==> src/rtl/pipeline_pkg.sv <==
// Shared state encodings and defaults for the pipeline sequencer and its helpers.
package pipeline_pkg;

  localparam logic [2:0] ST_IDLE   = 3'd0;
  localparam logic [2:0] ST_RUN    = 3'd1;
  localparam logic [2:0] ST_STEP   = 3'd2;
  localparam logic [2:0] ST_DRAIN  = 3'd3;
  localparam logic [2:0] ST_HALTED = 3'd4;

  localparam int DRAIN_CYC_DEF = 4;

  // States in which the pipeline registers are allowed to advance.
  function automatic logic is_adv(input logic [2:0] st);
    return (st == ST_RUN) || (st == ST_STEP) || (st == ST_DRAIN);
  endfunction

endpackage

==> src/rtl/hazard_detect.sv <==
// Load-use hazard detection between the load in EX and the sources read in ID.
module hazard_detect #(
  parameter int REG_SZ = 5
) (
  input  logic              i_ex_mem_read,
  input  logic [REG_SZ-1:0] i_ex_rt,
  input  logic [REG_SZ-1:0] i_id_rs,
  input  logic [REG_SZ-1:0] i_id_rt,
  output logic              o_load_use
);

  // Register 0 is hardwired, so a load targeting it never creates a dependency.
  assign o_load_use = i_ex_mem_read && (i_ex_rt != '0) &&
                      ((i_ex_rt == i_id_rs) || (i_ex_rt == i_id_rt));

endmodule

==> src/rtl/pipeline_sequencer.sv <==
// Debug-controlled run/step/halt sequencer for a five-stage pipeline, with
// load-use stall generation and a saturating retired-cycle counter.
module pipeline_sequencer
  import pipeline_pkg::*;
#(
  parameter int REG_SZ    = 5,
  parameter int CNT_SZ    = 32,
  parameter int DRAIN_CYC = DRAIN_CYC_DEF
) (
  input  logic              i_clk,
  input  logic              i_reset,
  input  logic              i_run,
  input  logic              i_step,
  input  logic              i_halt_req,
  input  logic              i_halt_inst,
  input  logic              i_ex_mem_read,
  input  logic [REG_SZ-1:0] i_ex_rt,
  input  logic [REG_SZ-1:0] i_id_rs,
  input  logic [REG_SZ-1:0] i_id_rt,
  output logic              o_pc_write,
  output logic              o_if_id_write,
  output logic              o_if_id_flush,
  output logic              o_id_ex_flush,
  output logic              o_pipe_en,
  output logic [2:0]        o_state,
  output logic              o_halted,
  output logic [CNT_SZ-1:0] o_cycle_cnt
);

  localparam int DW = (DRAIN_CYC > 1) ? $clog2(DRAIN_CYC) : 1;
  localparam logic [DW-1:0] DRAIN_LOAD = DW'(DRAIN_CYC - 1);

  logic [2:0]        state_reg, state_next;
  logic [DW-1:0]     drain_cnt_reg, drain_cnt_next;
  logic [CNT_SZ-1:0] cycle_cnt_reg;
  logic              halted_reg;
  logic              load_use;
  logic              adv;
  logic              halt_go;

  hazard_detect #(.REG_SZ(REG_SZ)) u_hazard (
    .i_ex_mem_read (i_ex_mem_read),
    .i_ex_rt       (i_ex_rt),
    .i_id_rs       (i_id_rs),
    .i_id_rt       (i_id_rt),
    .o_load_use    (load_use)
  );

  assign adv     = is_adv(state_reg);
  // A stalled HALT has not really been decoded yet; it retries next cycle.
  assign halt_go = i_halt_inst && !load_use;

  assign o_pipe_en     = adv;
  assign o_pc_write    = adv && !load_use && (state_reg != ST_DRAIN);
  assign o_if_id_write = o_pc_write;
  assign o_id_ex_flush = adv && load_use;
  assign o_if_id_flush = adv && ((state_reg == ST_DRAIN) ||
                                 (halt_go && (state_reg != ST_DRAIN)));

  always_comb begin
    state_next     = state_reg;
    drain_cnt_next = drain_cnt_reg;
    case (state_reg)
      ST_IDLE: begin
        if (i_run)       state_next = ST_RUN;
        else if (i_step) state_next = ST_STEP;
      end
      ST_RUN: begin
        if (halt_go) begin
          state_next     = ST_DRAIN;
          drain_cnt_next = DRAIN_LOAD;
        end else if (i_halt_req) begin
          state_next = ST_IDLE;
        end
      end
      ST_STEP: begin
        if (halt_go) begin
          state_next     = ST_DRAIN;
          drain_cnt_next = DRAIN_LOAD;
        end else begin
          state_next = ST_IDLE;
        end
      end
      ST_DRAIN: begin
        if (drain_cnt_reg == '0) state_next = ST_HALTED;
        else                     drain_cnt_next = drain_cnt_reg - DW'(1);
      end
      ST_HALTED: state_next = ST_HALTED;
      default:   state_next = ST_IDLE;
    endcase
  end

  always_ff @(posedge i_clk or negedge i_reset) begin
    if (!i_reset) begin
      state_reg     <= ST_IDLE;
      drain_cnt_reg <= '0;
      cycle_cnt_reg <= '0;
      halted_reg    <= 1'b0;
    end else begin
      state_reg     <= state_next;
      drain_cnt_reg <= drain_cnt_next;
      halted_reg    <= (state_next == ST_HALTED);
      if (adv && !(&cycle_cnt_reg))
        cycle_cnt_reg <= cycle_cnt_reg + CNT_SZ'(1);
    end
  end

  assign o_state     = state_reg;
  assign o_halted    = halted_reg;
  assign o_cycle_cnt = cycle_cnt_reg;

endmodule

==> config.mk <==
export PLATFORM = sky130hd
export DESIGN_NAME = pipeline_sequencer
export DESIGN_NICKNAME = d
export VERILOG_FILES = /design/src/rtl/pipeline_pkg.sv /design/src/rtl/hazard_detect.sv /design/src/rtl/pipeline_sequencer.sv
export SDC_FILE = /design/constraint.sdc
export NUM_CORES = 1
export LEC_CHECK = 0
export CAP_MARGIN = 15
export CORE_ASPECT_RATIO = 0.5
export CORE_UTILIZATION = 25
export CTS_BUF_LIST = sky130_fd_sc_hd__clkbuf_2 sky130_fd_sc_hd__clkbuf_4 sky130_fd_sc_hd__clkbuf_8
export DETAILED_ROUTE_END_ITERATION = 12
export GPL_TIMING_DRIVEN = 0
export PLACE_DENSITY = 0.55
export SYNTH_ARGS = -nofsm -noshare
export SYNTH_HDL_FRONTEND = slang
export SYNTH_SLANG_ARGS = --single-unit
==> constraint.sdc <==
create_clock -name i_clk -period 2.8 [get_ports i_clk]
set_input_delay 0.56 -clock i_clk [delete_from_list [all_inputs] [get_ports i_clk]]
set_output_delay 0.56 -clock i_clk [all_outputs]
set_load 0.01 [all_outputs]
==> results of run 1 <==
-- how the worst max path moves through the flow --
stage                     from          to  slack (ns)  depth (start not counted)
global placement    i_ex_rt[0]  o_pc_write       -0.76                          7
finish              i_ex_rt[0]  o_pc_write        0.03                          7
floorplan           i_ex_rt[0]  o_pc_write        0.25                          5
detailed placement  i_ex_rt[0]  o_pc_write       -0.79                          7
global route        i_id_rs[0]  o_pc_write       -0.05                          8
CTS                 i_ex_rt[0]  o_pc_write       0.003                          7
-- synth_stat cells, types with 3 or more instances --
| library cell | number |
|---|---|
| nor3_1 | 17 |
| xnor2_1 | 9 |
| or4_1 | 3 |
| nand3_1 | 12 |
| nor4_1 | 8 |
| clkbuf_1 | 4 |
| o21ai_0 | 4 |
| nor2_1 | 18 |
| a21oi_1 | 5 |
| nand4_1 | 7 |
| inv_1 | 7 |
| nand2_1 | 13 |
| xor2_1 | 29 |
| and3_1 | 4 |
| dfrtp_1 | 38 |
-- power groups by stage --
stage	sequential, mW	combinational (mW)	clock (mW)
2_1_floorplan	0.759	0.407	0
3_3_place_gp	0.738	0.806	0
3_5_place_dp	0.744	0.823	0
4_1_cts	0.733	0.814	0.383
5_1_grt	0.749	0.905	0.407
6_report	0.732	0.813	0.376
-- metrics by stage --
| step | instance area [sq um] | setup TNS, ns | worst slack, ns |
|---|---|---|---|
| 2_1_floorplan | 2100 | 0 | 0.253 |
| 3_3_place_gp | 2870 | -2.33 | -0.759 |
| 3_5_place_dp | 2860 | -2.39 | -0.795 |
| 4_1_cts | 2970 | 0 | 0.00258 |
| 5_1_grt | 2990 | -0.0535 | -0.0535 |
| 6_report | 2990 | 0 | 0.0296 |
-- worst register-to-register path, stage by stage, from the launching register on --
cell and delay (ns):
dfrtp_1 0.45, nand4_2 0.19, or4_1 0.58, buf_6 0.17, nor4_4 0.48, nor2_2 0.15
mux2_1 0.35
-- what timing repair did --
action,in CTS,in global routing
buffers inserted,1,1
pin swaps,2,1
resized for setup,17,4
hold endpoints to repair,0,0
endpoints found under the setup margin,4,5
-- cells by family (layout without fill, tap and decap cells) --
| kind of cell | count (synthesis) | after routing | share of synthesized area, % |
|---|---|---|---|
| and+or+nand+nor | 93 | 93 | 25.1 |
| buffers and inverters | 15 | 87 | 3.63 |
| DFF | 38 | 38 | 45.2 |
| xor gates and xnor gates | 38 | 38 | 15.8 |
| adders and majority gates | 2 | 2 | 1.19 |
| AOI/OAI and AO/OA | 23 | 23 | 7.55 |
| muxes | 3 | 3 | 1.55 |
-- area by class of cell --
| cell class | count | area share (%) |
|---|---|---|
| timing repair buffer | 65 | 20.8 |
| sequential | 38 | 31.8 |
| buffer | 8 | 1.72 |
| inverter | 7 | 0.879 |
| tap | 112 | 4.69 |
| clock buffer | 7 | 2.80 |
| multi-input combinational | 159 | 37.4 |
-- per-layer routing --
layer  share of wire [%]  wire, microns
met3                 4.8            250
met1                  47           2470
met5                   0              0
met4                 1.1             55
met2                  47           2440
-- cell usage in the layout (no fill, tap or decap), types with 3 or more instances in the layout --
cell              n
a21oi_1           5
and3_1            4
buf_4             3
clkbuf_1          3
clkbuf_2          4
clkbuf_8          5
clkdlybuf4s50_1  52
dfrtp_1          38
dlygate4sd2_1     8
inv_1             7
nand2_1          13
nand3_1          12
nand4_1           7
nor2_1           17
nor3_1           15
nor4_1            8
o21ai_0           3
xnor2_1           9
xor2_1           29
==> flow_metrics.env, run 1 <==
export IMPL_outcome="complete, no violations"
export IMPL_register_area_sq_um=951
export IMPL_rrSetupSlack_ns=0.34
export IMPL_seq_power_share_pct=38.1
export IMPL_fill_cells=817
export IMPL_p_int_mw=1.21
export IMPL_async_flop_share_pct=100
export IMPL_largest_reg_flops=32
export IMPL_cts_sinks=38
export IMPL_leakagePower_nw=1.33
export IMPL_reg2reg_depth=6
export IMPL_grt_most_used_layer="met2"
export IMPL_synth_flop_cell="dfrtp_1"
export IMPL_dieArea_sq_mm=0.00881
export IMPL_wirelength_microns=5210
export IMPL_clk_latency_ns=0.28
export IMPL_grtUsageMet2_pct=20.6
export IMPL_min_period_ns=2.77
export IMPL_area_growth_pct=42.1
export IMPL_layout_drive_gt1_share_pct=11.3
export IMPL_portBuffers=62
export IMPL_hold_viol_final=0
export IMPL_fmax_mhz=361
export IMPL_clkSlewWorstSetupHoldPaths_ns=0.07
export IMPL_cp_end_kind="primary output"
export IMPL_cts_buffer_depth=2
export IMPL_ys_seq_elements=38
export IMPL_rsz0062_at_grt="yes"
export IMPL_worst_clock_skew_ns=0.00717
export IMPL_synth_top_cell_by_area="dfrtp_1"
export IMPL_gp_congestion=0.730
export IMPL_combPwrFrac_pct=42.3
export IMPL_yosysWarnings=0
export IMPL_ir_drop_mv=0.293
export IMPL_initial_core_util_pct=26.0
export IMPL_holdWs_ns=0.384
export IMPL_holdBufCountCts=0
export IMPL_regToRegStartpoint="o_cycle_cnt[21]$_DFFE_PN0P_"
export IMPL_diodes=0
export IMPL_multi_input_area_sq_mm=0.00112
export IMPL_route_detailed_drc=0
export IMPL_slowest_stage="or4_4"
export IMPL_antenna_found_initial=0
export IMPL_maxCapViolCount=0
export IMPL_routed_via_density=4.68
export IMPL_fin_cells=396
export IMPL_path_delay_family="simple AND/OR/NAND/NOR gates"
export IMPL_rows=23
export IMPL_grt_overflow=0
export IMPL_start_kind="input port"
export IMPL_slew_viol_final=0
export IMPL_powerDensity_mw_per_mm2=643
export IMPL_power_switching_uw=712
export IMPL_die_w_microns=132
export IMPL_hp_class="input port to async pin"
export IMPL_synth_edf_count=0
export IMPL_synth_area_sq_mm=0.00210
export IMPL_dr_first_iter_drc_count=66
export IMPL_maxSlewHeadroom_pct=42.7
export IMPL_ioPinCount=63
export IMPL_fin_crit_sh_pct=98.9
export IMPL_worstPathCellList="dlygate4sd2_1 > or4_4 > o21ai_4 > nor2_2 > nor3_2 > buf_4 > dlygate4sd2_1"
export IMPL_numCtsBuffers=5
export IMPL_worst_slew_pin_slew_ns=0.859
export IMPL_grt_max_degree=39
export IMPL_grt_pass1_wl_microns=8630
export IMPL_avgRoutedWirePerCell_microns=13.2
export IMPL_clock_root_buffer="clkbuf_8"
export IMPL_core_sq_mm=0.00809
export IMPL_path_common_cell="dlygate4sd2_1"
export IMPL_grt_pass1_vias=1787
export IMPL_path_class="input port to primary output"
export IMPL_nNetsFinal=308
export IMPL_fin_util_pct=37.0
export IMPL_ant_nets=0
export IMPL_synth_seq_area_share_pct=45.2
export IMPL_via_count=1852
export IMPL_critPathMaxFanout=4
export IMPL_path_buf_inv=3
export IMPL_drtPass1Iterations=4
export IMPL_power_share_clock_pct=19.6
export IMPL_p_total_mw=1.92
export IMPL_synth_area_leaders="dfrtp_1 45%, xor2_1 12%, nor3_1 4.0%"
export IMPL_slowest_delay_ns=0.56
export IMPL_met1_usage_pct=16.0
export IMPL_die_h_microns=66.9
export IMPL_ys_types=41
export IMPL_dpl_hpwl_microns=3880
export IMPL_required_ns=2.24
export IMPL_h_tree_depth=2
export IMPL_arrival_ns=2.21
export IMPL_syn_num_nets=236
export IMPL_grt_util_met3_pct=2.89
export IMPL_swShare_pct=37.0
export IMPL_finalSetupViolCount=0
export IMPL_cts_tree="built"
export IMPL_avgSynthCellArea_sq_um=9.93
export IMPL_postSynthCellCount=212
export IMPL_synth_top_area_share_pct=45.2
export IMPL_grt_use_total_pct=12.3
export IMPL_dp_cells=386
export IMPL_r2r_end="o_cycle_cnt[1]$_DFFE_PN0P_"
Note: power is estimated with default switching activity, not from simulation.
==> run 2, diff against run 1 <==
CELL_PAD_IN_SITES_DETAIL_PLACEMENT = 2   (was default)
CELL_PAD_IN_SITES_GLOBAL_PLACEMENT = 2   (was default)
PLACE_DENSITY = 0.79   (was 0.55)
==> flow_metrics.env, run 2 (synthesized netlist as in run 1, its figures left out) <==
export IMPL_outcome="complete, no violations"
export IMPL_worstPathCellList="dlygate4sd2_1 > or4_4 > o21ai_4 > nor2_2 > nor3_2 > buf_4 > buf_4"
export IMPL_numCtsBuffers=5
export IMPL_top_layer="met4"
export IMPL_routed_wl_met3_microns=248
export IMPL_reg2reg_depth=7
export IMPL_leakagePower_nw=1.31
export IMPL_routed_via_density=4.86
export IMPL_slew_viol_final=0
export IMPL_hold_viol_final=0
export IMPL_clk_latency_ns=0.29
export IMPL_fin_crit_sh_pct=96.2
export IMPL_die_w_microns=132
export IMPL_path_delay_family="simple AND/OR/NAND/NOR gates"
export IMPL_final_cell_mix="52 x clkdlybuf4s50_1, 38 x dfrtp_1, 29 x xor2_1"
export IMPL_dieArea_sq_mm=0.00881
export IMPL_cts_tree="built"
export IMPL_clock_root_buffer="clkbuf_8"
export IMPL_regToRegStartpoint="o_cycle_cnt[19]$_DFFE_PN0P_"
export IMPL_maxSlewHeadroom_pct=41.9
export IMPL_drtPass1Iterations=4
export IMPL_gp_congestion=0.721
export IMPL_arrival_ns=2.13
export IMPL_post_cts_buffers=0
export IMPL_antenna_found_initial=0
export IMPL_path_common_cell="buf_4"
export IMPL_worst_slew_pin_slew_ns=0.872
export IMPL_final_common_cell="clkdlybuf4s50_1"
export IMPL_layout_drive_gt1_share_pct=11.1
export IMPL_avgRoutedWirePerCell_microns=16.7
export IMPL_finalSetupViolCount=0
export IMPL_grt_overflow=0
export IMPL_nNetsFinal=304
export IMPL_clkSlewWorstSetupHoldPaths_ns=0.07
export IMPL_wirelength_microns=6530
export IMPL_dr_wl_met2_microns=3370
export IMPL_rrSetupSlack_ns=0.32
export IMPL_dp_cells=387
export IMPL_critPathMaxFanout=4
export IMPL_area_growth_pct=40.8
export IMPL_ant_nets=0
export IMPL_core_sq_mm=0.00809
export IMPL_cp_end_kind="primary output"
export IMPL_grt_pass1_vias=2154
export IMPL_diodes=0
export IMPL_worst_clock_skew_ns=0.00303
export IMPL_slowest_delay_ns=0.56
export IMPL_cts_buffer_depth=2
export IMPL_grt_max_degree=39
export IMPL_r2r_end="o_cycle_cnt[5]$_DFFE_PN0P_"
export IMPL_grt_use_total_pct=15.9
export IMPL_path_class="input port to primary output"
export IMPL_dr_first_iter_drc_count=43
export IMPL_powerDensity_mw_per_mm2=654
export IMPL_min_period_ns=2.69
export IMPL_dpl_hpwl_microns=4940
export IMPL_path_buf_inv=3
export IMPL_maxCapViolCount=0
export IMPL_required_ns=2.24
export IMPL_rsz0062_at_grt="no"
export IMPL_rows=23
export IMPL_fmax_mhz=371
export IMPL_initial_core_util_pct=26.0
export IMPL_hp_class="input port to async pin"
export IMPL_portBuffers=62
export IMPL_h_tree_depth=2
export IMPL_die_h_microns=66.9
export IMPL_slowest_stage="or4_4"
export IMPL_ioPinCount=63
export IMPL_grt_pass1_wl_microns=10800
export IMPL_fin_cells=391
export IMPL_p_total_mw=1.94
export IMPL_cts_sinks=38
export IMPL_route_detailed_drc=0
export IMPL_via_count=1901
export IMPL_largest_reg_flops=32
export IMPL_start_kind="input port"
export IMPL_met1_length_microns=2850
export IMPL_ir_drop_mv=0.303
run 2: cell types whose count changed in the layout (fill, tap and decap cells not counted), sizes merged:
cell and delta:
dlygate4sd2 -2, clkbuf -3
run 2: where the power goes:
group	internal [mW]	total (mW)	switching, mW
combinational	0.374	0.783	0.410
clock	0.190	0.381	0.191
sequential	0.638	0.774	0.136
total	1.20	1.94	0.737
run 2: metrics by stage:
stage	util [%]	setup slack [ns]	area, sq um	setup TNS (ns)	hold WS (ns)
5_1_grt	36.6	0.00775	2960	0	0.455
3_5_place_dp	35.4	-0.858	2870	-2.61	0.494
6_report	36.6	0.107	2960	0	0.380
3_3_place_gp	35.4	-0.776	2870	-2.41	0.483
4_1_cts	36.7	0.0286	2970	0	0.425
2_1_floorplan	-	0.253	2100	0	0.264
run 2: worst max path at each step:
stage | start | endpoint | slack (ns) | cells past startpoint
after detailed placement | i_ex_rt[3] | o_pc_write | -0.86 | 7
after global routing | i_id_rt[4] | o_if_id_flush | 0.008 | 7
after floorplan | i_ex_rt[0] | o_pc_write | 0.25 | 5
final | i_ex_rt[0] | o_pc_write | 0.11 | 7
after CTS | i_id_rt[0] | o_if_id_flush | 0.03 | 7
after global placement | i_ex_rt[0] | o_pc_write | -0.78 | 7
run 2: area by class of cell:
type                    count  area, sq um
fillers                   875         5120
multi-input cells         159         1120
flip-flops and latches     38          951
repair buffers             63          601
well taps                 112          140
clock buffers               6         82.6
plain buffers               6         43.8
inverters                   7         26.3
run 2: what timing repair did:
| item | in CTS | in global routing |
|---|---|---|
| pin swaps | 2 | 2 |
| hold endpoints to repair | 0 | 0 |
| setup endpoints to repair | 5 | 3 |
| hold buffers | 0 | 0 |
| resized for setup | 18 | 6 |
run 2: worst reg2reg max path, cell delays in order (launching register included):
cell and delay (ns):
dfrtp_1 0.46, nand4_2 0.20, or4_1 0.57, buf_6 0.17
nor4_4 0.48, buf_6 0.24, nor4_1 0.07, xor2_1 0.15
run 2: routing by layer:
layer,track usage (%),vias to the layer above
met2,31.3,41
li1,-,893
met4,4.36,0
met3,3.42,6
met5,0,-
met1,17.6,961
